### src/rtl/instruction_fetch_stage.sv
// Instruction fetch stage for the five-stage RISC-V pipeline.
// Owns the PC, drives the imem handshake and loads IF/ID.
module instruction_fetch_stage (
  input  logic        clk,
  input  logic        reset,
  input  logic        PC_E,
  input  logic        IF_ID_E,
  input  logic        redirect,
  input  logic [31:0] TA,
  output logic        imem_req,
  output logic [31:0] imem_addr,
  input  logic [31:0] imem_rdata,
  input  logic        imem_ready,
  output logic [31:0] IF_ID_instr,
  output logic [31:0] IF_ID_PC,
  output logic        IF_ID_valid
);

  localparam logic [31:0] RESET_PC  = 32'h0000_0000;
  localparam logic [31:0] NOP_INSTR = 32'h0000_0013;

  typedef enum logic [1:0] {
    FETCH,
    HOLD,
    DRAIN
  } state_t;

  state_t      state;
  state_t      state_d;
  logic [31:0] pc;
  logic [31:0] pc_d;
  logic [31:0] pend;
  logic [31:0] pend_d;
  logic [31:0] buf_instr;
  logic [31:0] buf_instr_d;
  logic [31:0] buf_pc;
  logic [31:0] buf_pc_d;
  logic        buf_valid;
  logic        buf_valid_d;
  logic [31:0] instr_d;
  logic [31:0] ifpc_d;
  logic        valid_d;
  logic        advance;
  logic        accept;
  logic [31:0] target;
  logic [31:0] pc_inc;

  assign advance = PC_E & IF_ID_E;
  assign target  = TA & ~32'h3;
  assign pc_inc  = pc + 32'd4;

  // No request while holding a word or while reset is asserted
  assign imem_req  = !reset && (state != HOLD);
  // DRAIN keeps the abandoned address stable until memory takes it
  assign imem_addr = (state == DRAIN) ? pend : pc;
  assign accept    = imem_req & imem_ready;

  // Next-state and next-register logic; redirect wins over stalls
  always_comb begin
    state_d     = state;
    pc_d        = pc;
    pend_d      = pend;
    buf_instr_d = buf_instr;
    buf_pc_d    = buf_pc;
    buf_valid_d = buf_valid;
    instr_d     = IF_ID_instr;
    ifpc_d      = IF_ID_PC;
    valid_d     = IF_ID_valid;
    unique case (state)
      FETCH: begin
        if (redirect) begin
          pc_d        = target;
          instr_d     = NOP_INSTR;
          valid_d     = 1'b0;
          buf_valid_d = 1'b0;
          if (!imem_ready) begin
            pend_d  = pc;
            state_d = DRAIN;
          end
        end else if (accept && advance) begin
          instr_d = imem_rdata;
          ifpc_d  = pc;
          valid_d = 1'b1;
          pc_d    = pc_inc;
        end else if (accept) begin
          buf_instr_d = imem_rdata;
          buf_pc_d    = pc;
          buf_valid_d = 1'b1;
          state_d     = HOLD;
        end else if (advance) begin
          instr_d = NOP_INSTR;
          valid_d = 1'b0;
        end
      end
      HOLD: begin
        if (redirect) begin
          pc_d        = target;
          instr_d     = NOP_INSTR;
          valid_d     = 1'b0;
          buf_valid_d = 1'b0;
          state_d     = FETCH;
        end else if (advance) begin
          instr_d     = buf_instr;
          ifpc_d      = buf_pc;
          valid_d     = buf_valid;
          buf_valid_d = 1'b0;
          pc_d        = pc_inc;
          state_d     = FETCH;
        end
      end
      DRAIN: begin
        if (redirect) begin
          pc_d        = target;
          instr_d     = NOP_INSTR;
          valid_d     = 1'b0;
          buf_valid_d = 1'b0;
        end
        if (accept) begin
          state_d = FETCH;
        end
      end
      default: begin
        state_d = FETCH;
      end
    endcase
  end

  // State and pipeline register update with synchronous reset
  always_ff @(posedge clk) begin
    if (reset) begin
      state       <= FETCH;
      pc          <= RESET_PC;
      pend        <= RESET_PC;
      buf_instr   <= NOP_INSTR;
      buf_pc      <= 32'h0;
      buf_valid   <= 1'b0;
      IF_ID_instr <= NOP_INSTR;
      IF_ID_PC    <= 32'h0;
      IF_ID_valid <= 1'b0;
    end else begin
      state       <= state_d;
      pc          <= pc_d;
      pend        <= pend_d;
      buf_instr   <= buf_instr_d;
      buf_pc      <= buf_pc_d;
      buf_valid   <= buf_valid_d;
      IF_ID_instr <= instr_d;
      IF_ID_PC    <= ifpc_d;
      IF_ID_valid <= valid_d;
    end
  end

endmodule

### config.mk
export PLATFORM = sky130hd
export DESIGN_NAME = instruction_fetch_stage
export DESIGN_NICKNAME = d
export VERILOG_FILES = /design/src/rtl/instruction_fetch_stage.sv
export SDC_FILE = /design/constraint.sdc
export NUM_CORES = 1
export LEC_CHECK = 0
export BUFFER_PORTS_ARGS = -buffer_cell sky130_fd_sc_hd__buf_2
export CORE_ASPECT_RATIO = 1.1
export CORE_MARGIN = 10
export CORE_UTILIZATION = 55
export DETAILED_ROUTE_END_ITERATION = 8
export PLACE_DENSITY = 0.88
export SLEW_MARGIN = 0
export SYNTH_ARGS = -nofsm -noshare
export SYNTH_HDL_FRONTEND = slang
export SYNTH_SLANG_ARGS = --single-unit
### constraint.sdc
create_clock -name clk -period 3 [get_ports clk]
set_input_delay 0.6 -clock clk [delete_from_list [all_inputs] [get_ports clk]]
set_output_delay 0.6 -clock clk [all_outputs]
set_load 0.02 [all_outputs]
Yosys cells after proc, flatten, opt, wreduce, memory -nomap -nowiden
Index checks and enable logic that the tools add are counted.
{ "word_totals": {"in_bits": 70, "wordCells": 85, "n_memories": 0, "mem_bits_ro": 0, "ram_bits": 0, "regBits": 196, "out_inout_bits": 98, "latchBits": 0} }
{ "op_classes": {"n_lt_le_gt_ge": 0, "div": 0, "n_addsub": 1, "shifts": 0, "bitwise": 5, "n_mux": 41, "multipliers": 0, "n_reduce_logical": 13, "n_eq_ne": 16} }
{ "op_table": {"columns": ["operator", "count"], "rows": [
  ["32-bit 2-to-1 mux", 17],
  ["32-bit one-hot mux with 3 select lines", 2],
  ["32-bit one-hot mux with 2 select lines", 1],
  ["32-bit by 3-bit adder with 32-bit output (second input constant)", 1],
  ["5-bit AND reduction", 4],
  ["3-bit inequality test (second input constant)", 5],
  ["2-bit 2-to-1 mux", 7],
  ["2-bit inequality test (second input constant)", 6],
  ["1-bit 2-to-1 mux", 11],
  ["4-bit inequality test (second input constant)", 2],
  ["4-bit AND reduction", 2],
  ["1-bit one-hot mux with 3 select lines", 2],
  ["2-bit one-hot mux with 3 select lines", 1],
  ["1-bit inverter", 3],
  ["3-bit AND reduction", 1],
  ["3-bit nonzero test", 1],
  ["1-bit bitwise AND", 2],
  ["2-bit by 1-bit equality test with 1-bit output (second input constant)", 1],
  ["2-bit equality test (second input constant)", 1],
  ["1-bit logical AND", 2],
  ["2-bit zero test", 1],
  ["2-bit by 1-bit inequality test with 1-bit output (second input constant)", 1],
  ["2-bit nonzero test", 1],
  ["1-bit zero test", 1]
]} }

Depth between registers and ports, before layout
Gate-level depths: netlist (run 1).
{ "depth": {"ltp_word": 7, "depth_mapped": 10, "depth_no_buf": 7} }

Worst setup path before layout (run 1)
Ideal clock, no wire load.
{ "synth_path": {"kind": "register -> output", "startpoint": "register state[0]", "endpoint": "output port imem_addr[22]", "stages_incl_launch_ff": 7, "path_slack_ns": 0.581, "arrival_time_ns": 1.819, "cell_sequence": "dfxtp_1 > inv_1 > ha_1 > clkbuf_1 > clkbuf_1 > clkbuf_1 > mux2_2"} }
{ "synth_via": {"elab_chain_len": 2} }
{ "synth_lines": {"columns": ["element", "line", "rtl"], "rows": [
  ["from (decl)", "28", "state_t state;"],
  ["from (signal assigned)", "141", "state <= state_d;"],
  ["2-bit equality test", "55", "assign imem_addr = (state == DRAIN) ? pend : pc;"],
  ["32-bit 2-to-1 mux", "55", null],
  ["to (decl)", "11", "output logic [31:0] imem_addr,"]
]} }
Every way passes these cells.

Worst setup path in the final report (run 1)
{ "layout_path": {"startpoint": "register state[0]", "endpoint": "output port imem_addr[2]"} }
Same word-level chain as after synthesis.

==> results.yml, run 1 <==
layout:
  area.sequential_um2: 3760
  syn_to_final_growth_pct: 17.3
  fillers: 1282
  layout.nets: 1236
  multi_input_area_um2: 4330
  final_cell_count_no_fill: 1371
  final_area_um2: 10000
  drive_gt1_share_pct: 22.9
logic_synthesis:
  yosys.area.top_type_share_pct: 44.0
  synthFlopType: "dfxtp_1"
  avgSynthCellArea_um2: 8.09
  yosys_warnings: 0
  ys_async_sr_fraction_pct: 0
  synth_edf_count: 0
  yosysSeqAreaShare_pct: 44.0
  synthCells: 1057
  synth.distinct_cells: 64
  synth_area_leader_cell: "dfxtp_1"
  ys_ff_latch: 188
  synthTopCellsByArea: "dfxtp_1 44%, nand2_1 10%, a21oi_1 6.8%, nor2_1 3.8%, mux2i_1 3.7%"
  synthesis.area_um2: 8550
grt:
  grt_pass1_vias: 7783
  grtUsageMet3_pct: 7.64
  met1_usage_pct: 25.3
  track_usage_pct: 22.6
  grt_busiest_layer: "met2"
  grt_max_degree: 183
  overflow: 0
  grt_pass1_wl_um: 39500
  grt_use_met2_pct: 39.1
  antenna_found_initial: 2
cts:
  insertion_delay_ps: 430
  cts_setup_buffers: 0
  clkSinkCount: 188
  cts_inserted_buffers: 17
  h-tree-depth: 4
  postCtsHoldBufs: 0
  cts.repair.resized: 0
  cts_buffer_depth: 2
  path_clk_slew_ps: 70
  cts_tree: "done"
  ctsRootBufferMaster: "clkbuf_16"
worst_setup_path:
  crit_type: "flip-flop to primary output"
  critPathMaxStageDelay_ps: 430
  crit_chain: "inv_1 > ha_2 > buf_4 > mux2_2 > buf_2"
  required_ps: 2400
  cp_slowest_cell: "ha_2"
  crit_fanout: 27
  arrival_ps: 2260
  endpoint_kind: "primary output"
  crit_path_start_kind: "flip-flop"
  path_buf_inv: 3
  cp_top_family: "buffers and inverters"
placement:
  dp_cells: 1338
  portBuffers: 161
  dpl_cell_area_um2: 9460
  dp_slack_ps: 456
  dp_hpwl_um: 16000
  gp_congestion: 0.897
job:
  maxCapViolations: 0
timing:
  tns_ps: 0
  maxSlewHeadroom_pct: 45.5
  max_clock_freq_mhz: 349
  hold_viol: 0
  post-route-period-util_pct: 95.5
  layout_setup_ws_ps: 136
  rsz0062_at_grt: "false"
  setup_viol: 0
  drv_slew: 0
  tightestPinTransition_ps: 817
  period_needed_ps: 2860
  clock-skew-final_ps: 6.43
detailed_routing:
  wl_um: 24100
  routed-via-count: 8029
  route.detailed.drc: 0
  drt_iter0_drc: 744
  avgRoutedWirePerCell_um: 17.6
  drtPass1Iterations: 5
  detail_route.vias_per_cell: 5.86
  ant_nets: 0
floorplan:
  chipWidth_um: 139
  dieHeight_um: 151
  start_util_pct: 56.4
  core_region_area_um2: 15200
  rows: 47
  die_area_um2: 20900
  io_pins: 168
power_and_ir_drop:
  power_density_nw_per_um2: 596
  p_leak_nw: 3.89
  max-vdd-ir-drop_mv: 0.443
min_path:
  hold_class: "primary input to flip-flop"
status:
  status: "finished, final reports clean"
[flip-flops by register name (all words and copies together) (netlist names)]
signal / count
IF_ID_instr: 32
buf_instr: 32
IF_ID_PC: 30
buf_pc: 30
pc: 30
pend: 30
state: 2
IF_ID_valid: 1
buf_valid: 1
[worst register-to-register path, stage by stage, from the launching register on]
cell      delay [ps]
dfxtp_1          360
inv_1             90
ha_2             210
or3b_1           500
o21ai_0          260
and2_1           160
buf_4            320
nand2_1          290
o221ai_1         250
[through the flow]
step / hold WS (ps) / utilization, % / power [W]
6_report: 409 / 66.1 / 0.00598
4_1_cts: 399 / 66.1 / 0.00600
3_3_place_gp: 438 / 62.3 / 0.00377
2_1_floorplan: 433 / - / 0.00346
5_1_grt: 411 / 66.1 / 0.00623
3_5_place_dp: 446 / 62.3 / 0.00380
[worst paths after layout]
kind / slack, ps / to / cells after the start / startpoint
setup / recovery: 140 / imem_addr[2] / 5 / state[0]$_SDFFE_PP0P_
hold / removal: 410 / buf_instr[20]$_SDFFE_PP0P_ / 3 / imem_rdata[20]
setup reg to reg: 490 / pc[26]$_SDFFE_PP0P_ / 8 / state[1]$_SDFFE_PP0P_
hold reg to reg: 450 / pend[2]$_SDFFE_PP0P_ / 2 / pend[2]$_SDFFE_PP0P_
[power by group]
group / total [W] / switching, W / internal (W) / leakage [nW]
clock network: 0.00223 / 0.00100 / 0.00123 / 0.273
registers: 0.00274 / 0.000121 / 0.00262 / 1.53
logic: 0.00100 / 0.000638 / 0.000365 / 2.08
total: 0.00598 / 0.00176 / 0.00422 / 3.89
[synthesized netlist by cell type (4+ instances only)]
| cell type | number |
|---|---|
| nand3_1 | 16 |
| a31oi_1 | 4 |
| nor3_1 | 34 |
| mux2_2 | 24 |
| buf_2 | 18 |
| nand4_1 | 6 |
| nand2_1 | 231 |
| nor4_1 | 5 |
| a221oi_1 | 34 |
| ha_1 | 5 |
| clkbuf_1 | 73 |
| o21ai_0 | 31 |
| a22o_1 | 4 |
| o31ai_1 | 9 |
| a211oi_1 | 35 |
| and2_1 | 4 |
| buf_4 | 9 |
| mux2i_1 | 32 |
| or3_1 | 4 |
| and3_1 | 5 |
| a21oi_1 | 116 |
| nand2b_1 | 5 |
| dfxtp_1 | 188 |
| nor2_1 | 86 |
| buf_1 | 4 |
| a21o_1 | 4 |
| o31a_1 | 4 |
| inv_1 | 12 |
[cells by family after synthesis]
kind of cell               after synthesis  synth area share [%]
and+or+nand+nor                        417                  21.8
AOI/OAI and AO/OA                      272                  20.6
DFF                                    188                  44.0
buffers and inverters                  118                  5.94
muxes                                   56                  6.90
adders and majority gates                5                 0.731
other                                    1                0.0438
[cell usage in the layout, fill, tap and decap left out, types with 5 or more instances in the layout]
cell / instances
o31ai_1: 9
buf_2: 160
dfxtp_1: 188
nand3_1: 15
a211oi_1: 35
nand2_1: 231
and3_1: 5
mux2_2: 24
nor4_1: 5
mux2i_1: 32
nand2b_1: 5
inv_1: 12
nor2_1: 83
a221oi_1: 34
nor3_1: 34
buf_12: 5
buf_4: 22
nand4_1: 6
o21ai_0: 31
a21oi_1: 115
clkbuf_16: 17
[cell type report]
cell class              count  share of cell area [%]
multi-input cells         754                    43.1
flip-flops and latches    188                    37.5
repair buffers            188                    10.7
clock buffers              18                    4.28
well taps                 196                    2.44
clock inverters            14                    1.45
inverters                  12                   0.449
diodes                      1                  0.0249
[routing by layer]
layer	vias up	part of all wire, %
met3	46	9.1
met4	0	2.4
met2	325	49
li1	3920	-
met5	-	0
met1	3738	39
(Power assumes the default switching activity.)
==> run 2: changes to the inputs <==
==> constraint.sdc (replaced) <==
create_clock -name clk -period 3 [get_ports clk]
set_input_delay 0.45 -clock clk [delete_from_list [all_inputs] [get_ports clk]]
set_output_delay 0.45 -clock clk [all_outputs]
set_load 0.02 [all_outputs]
==> run 2 against run 1 <==
Non-clock buffer count down 1. Clock-buffer cell count increased by 4. Global-route usage fell by 0.38 points. Sequential cell count did not move. Wire length barely moved. Clock power is 8% higher. Total power up 2.8%. Core utilization rose by 0.22 points. Clock skew decreased by 0.83 ps. Largest cell class unchanged. Largest power group unchanged.
==> results.yml, run 2 (synthesis results as in run 1) <==
grt:
  track_usage_pct: 22.2
  overflow: 0
  grt_max_degree: 183
  grt_pass1_vias: 7638
  grt_pass1_wl_um: 39000
  antenna_found_initial: 0
detailed_routing:
  avgRoutedWirePerCell_um: 17.6
  ant_nets: 0
  drt_iter0_drc: 856
  drtPass1Iterations: 6
  route.detailed.drc: 0
  routed-via-count: 8033
  detail_route.vias_per_cell: 5.86
  wl_um: 24100
power_and_ir_drop:
  pwr-share-clk_pct: 39.2
  power_density_nw_per_um2: 611
  p_switching_w: 0.00172
  pwr-share-seq_pct: 44.8
  p_int_w: 0.00442
  p_comb_share_pct: 16.1
  p_leak_nw: 3.89
  p_sw_share_pct: 28.0
  max-vdd-ir-drop_mv: 0.436
worst_setup_path:
  worstReg2RegStart: "state[1]$_SDFFE_PP0P_"
  endpoint_kind: "primary output"
  path_buf_inv: 3
  crit_type: "flip-flop to primary output"
  crit_chain: "inv_1 > ha_2 > buf_4 > mux2_2 > buf_2"
  cp_slowest_cell: "buf_4"
  worstSetupStartpoint: "state[0]$_SDFFE_PP0P_"
  crit_path_start_kind: "flip-flop"
  r2r_slack_ps: 420
  cp-endpoint: "imem_addr[3]"
  crit_fanout: 38
  worstReg2RegEnd: "pc[30]$_SDFFE_PP0P_"
  arrival_ps: 2180
  worstRegToRegCells: 7
  cp.depth: 5
  critPathMaxStageDelay_ps: 450
  required_ps: 2550
  cp_top_family: "buffers and inverters"
floorplan:
  chipWidth_um: 139
  die_area_um2: 20900
  dieHeight_um: 151
  start_util_pct: 56.4
  io_pins: 168
  rows: 47
  core_region_area_um2: 15200
layout:
  fin_util_pct: 66.4
  layout.nets: 1235
  area.sequential_um2: 3760
  fillers: 1260
  top_regs: "IF_ID_instr x32, buf_instr x32"
  final_common_cell: "nand2_1"
  syn_to_final_growth_pct: 17.7
  drive_gt1_share_pct: 22.7
  multi_input_area_um2: 4330
  final_cell_mix: "231 x nand2_1, 188 x dfxtp_1, 160 x buf_2, 115 x a21oi_1, 83 x nor2_1"
cts:
  clkSinkCount: 188
  ctsRootBufferMaster: "clkbuf_16"
  insertion_delay_ps: 430
  path_clk_slew_ps: 70
  cts.repair.resized: 0
  postCtsHoldBufs: 0
  h-tree-depth: 4
  cts_buffer_depth: 2
  cts_tree: "done"
  cts_setup_buffers: 0
  cts_inserted_buffers: 17
timing:
  clock-skew-final_ps: 5.60
  maxSlewHeadroom_pct: 44.7
  hold_viol: 0
  rsz0062_at_grt: "false"
  max_clock_freq_mhz: 381
  tns_ps: 0
  tightestPinTransition_ps: 829
  drv_slew: 0
  post-route-period-util_pct: 87.6
  setup_viol: 0
  period_needed_ps: 2630
placement:
  portBuffers: 161
  gp_congestion: 0.849
  dp_hpwl_um: 16100
min_path:
  hold_class: "primary input to flip-flop"
job:
  maxCapViolations: 0
status:
  status: "finished, final reports clean"
-- run 2: worst min path at each step --
| stage | startpoint | end | slack, ps | depth (start not counted) |
|---|---|---|---|---|
| 6_report | imem_rdata[17] | buf_instr[17]$_SDFFE_PP0P_ | 260 | 3 |
| 4_1_cts | imem_rdata[13] | buf_instr[13]$_SDFFE_PP0P_ | 250 | 3 |
| 3_3_place_gp | pend[16]$_SDFFE_PP0P_ | pend[16]$_SDFFE_PP0P_ | 440 | 2 |
| 3_5_place_dp | buf_pc[17]$_SDFFE_PP0P_ | buf_pc[17]$_SDFFE_PP0P_ | 450 | 2 |
| 5_1_grt | imem_rdata[25] | buf_instr[25]$_SDFFE_PP0P_ | 270 | 3 |
| 2_1_floorplan | pend[10]$_SDFFE_PP0P_ | pend[10]$_SDFFE_PP0P_ | 430 | 2 |
-- run 2: worst min-delay path, stage by stage --
cell and delay [ps]:
buf_2 100, nand2_1 50, a21oi_1 50
-- run 2: final cells by class --
type	instances	area share (%)
multi-input cells	754	43.0
flip-flops and latches	188	37.4
repair buffers	187	10.5
clock buffers	22	4.61
well taps	196	2.44
clock inverters	10	1.63
inverters	12	0.447
diodes	1	0.0249
-- run 2: metal layers --
metal	GRT usage, %	share of wire, %
met5	0	0
met4	7.52	1.7
met3	7.02	9.2
met2	38.1	50
met1	25.8	39
-- run 2: per-stage QoR --
stage	hold WS [ps]	std cells	total power, W	cell area [µm²]	worst slack, ps
floorplan	433	1060	0.00346	8570	731
global placement	438	1337	0.00377	9440	559
detailed placement	446	1337	0.00379	9440	468
CTS	252	1369	0.00617	10100	370
global route	266	1369	0.00639	10100	224
finish	265	1370	0.00615	10100	373
-- run 2: power groups by stage --
| stage | clock network (W) | logic, W | registers, W |
|---|---|---|---|
| floorplan | 0 | 0.000649 | 0.00282 |
| finish | 0.00241 | 0.000988 | 0.00275 |
| global route | 0.00253 | 0.00109 | 0.00277 |
| CTS | 0.00243 | 0.000991 | 0.00275 |
| detailed placement | 0 | 0.000985 | 0.00280 |
| global placement | 0 | 0.000970 | 0.00280 |
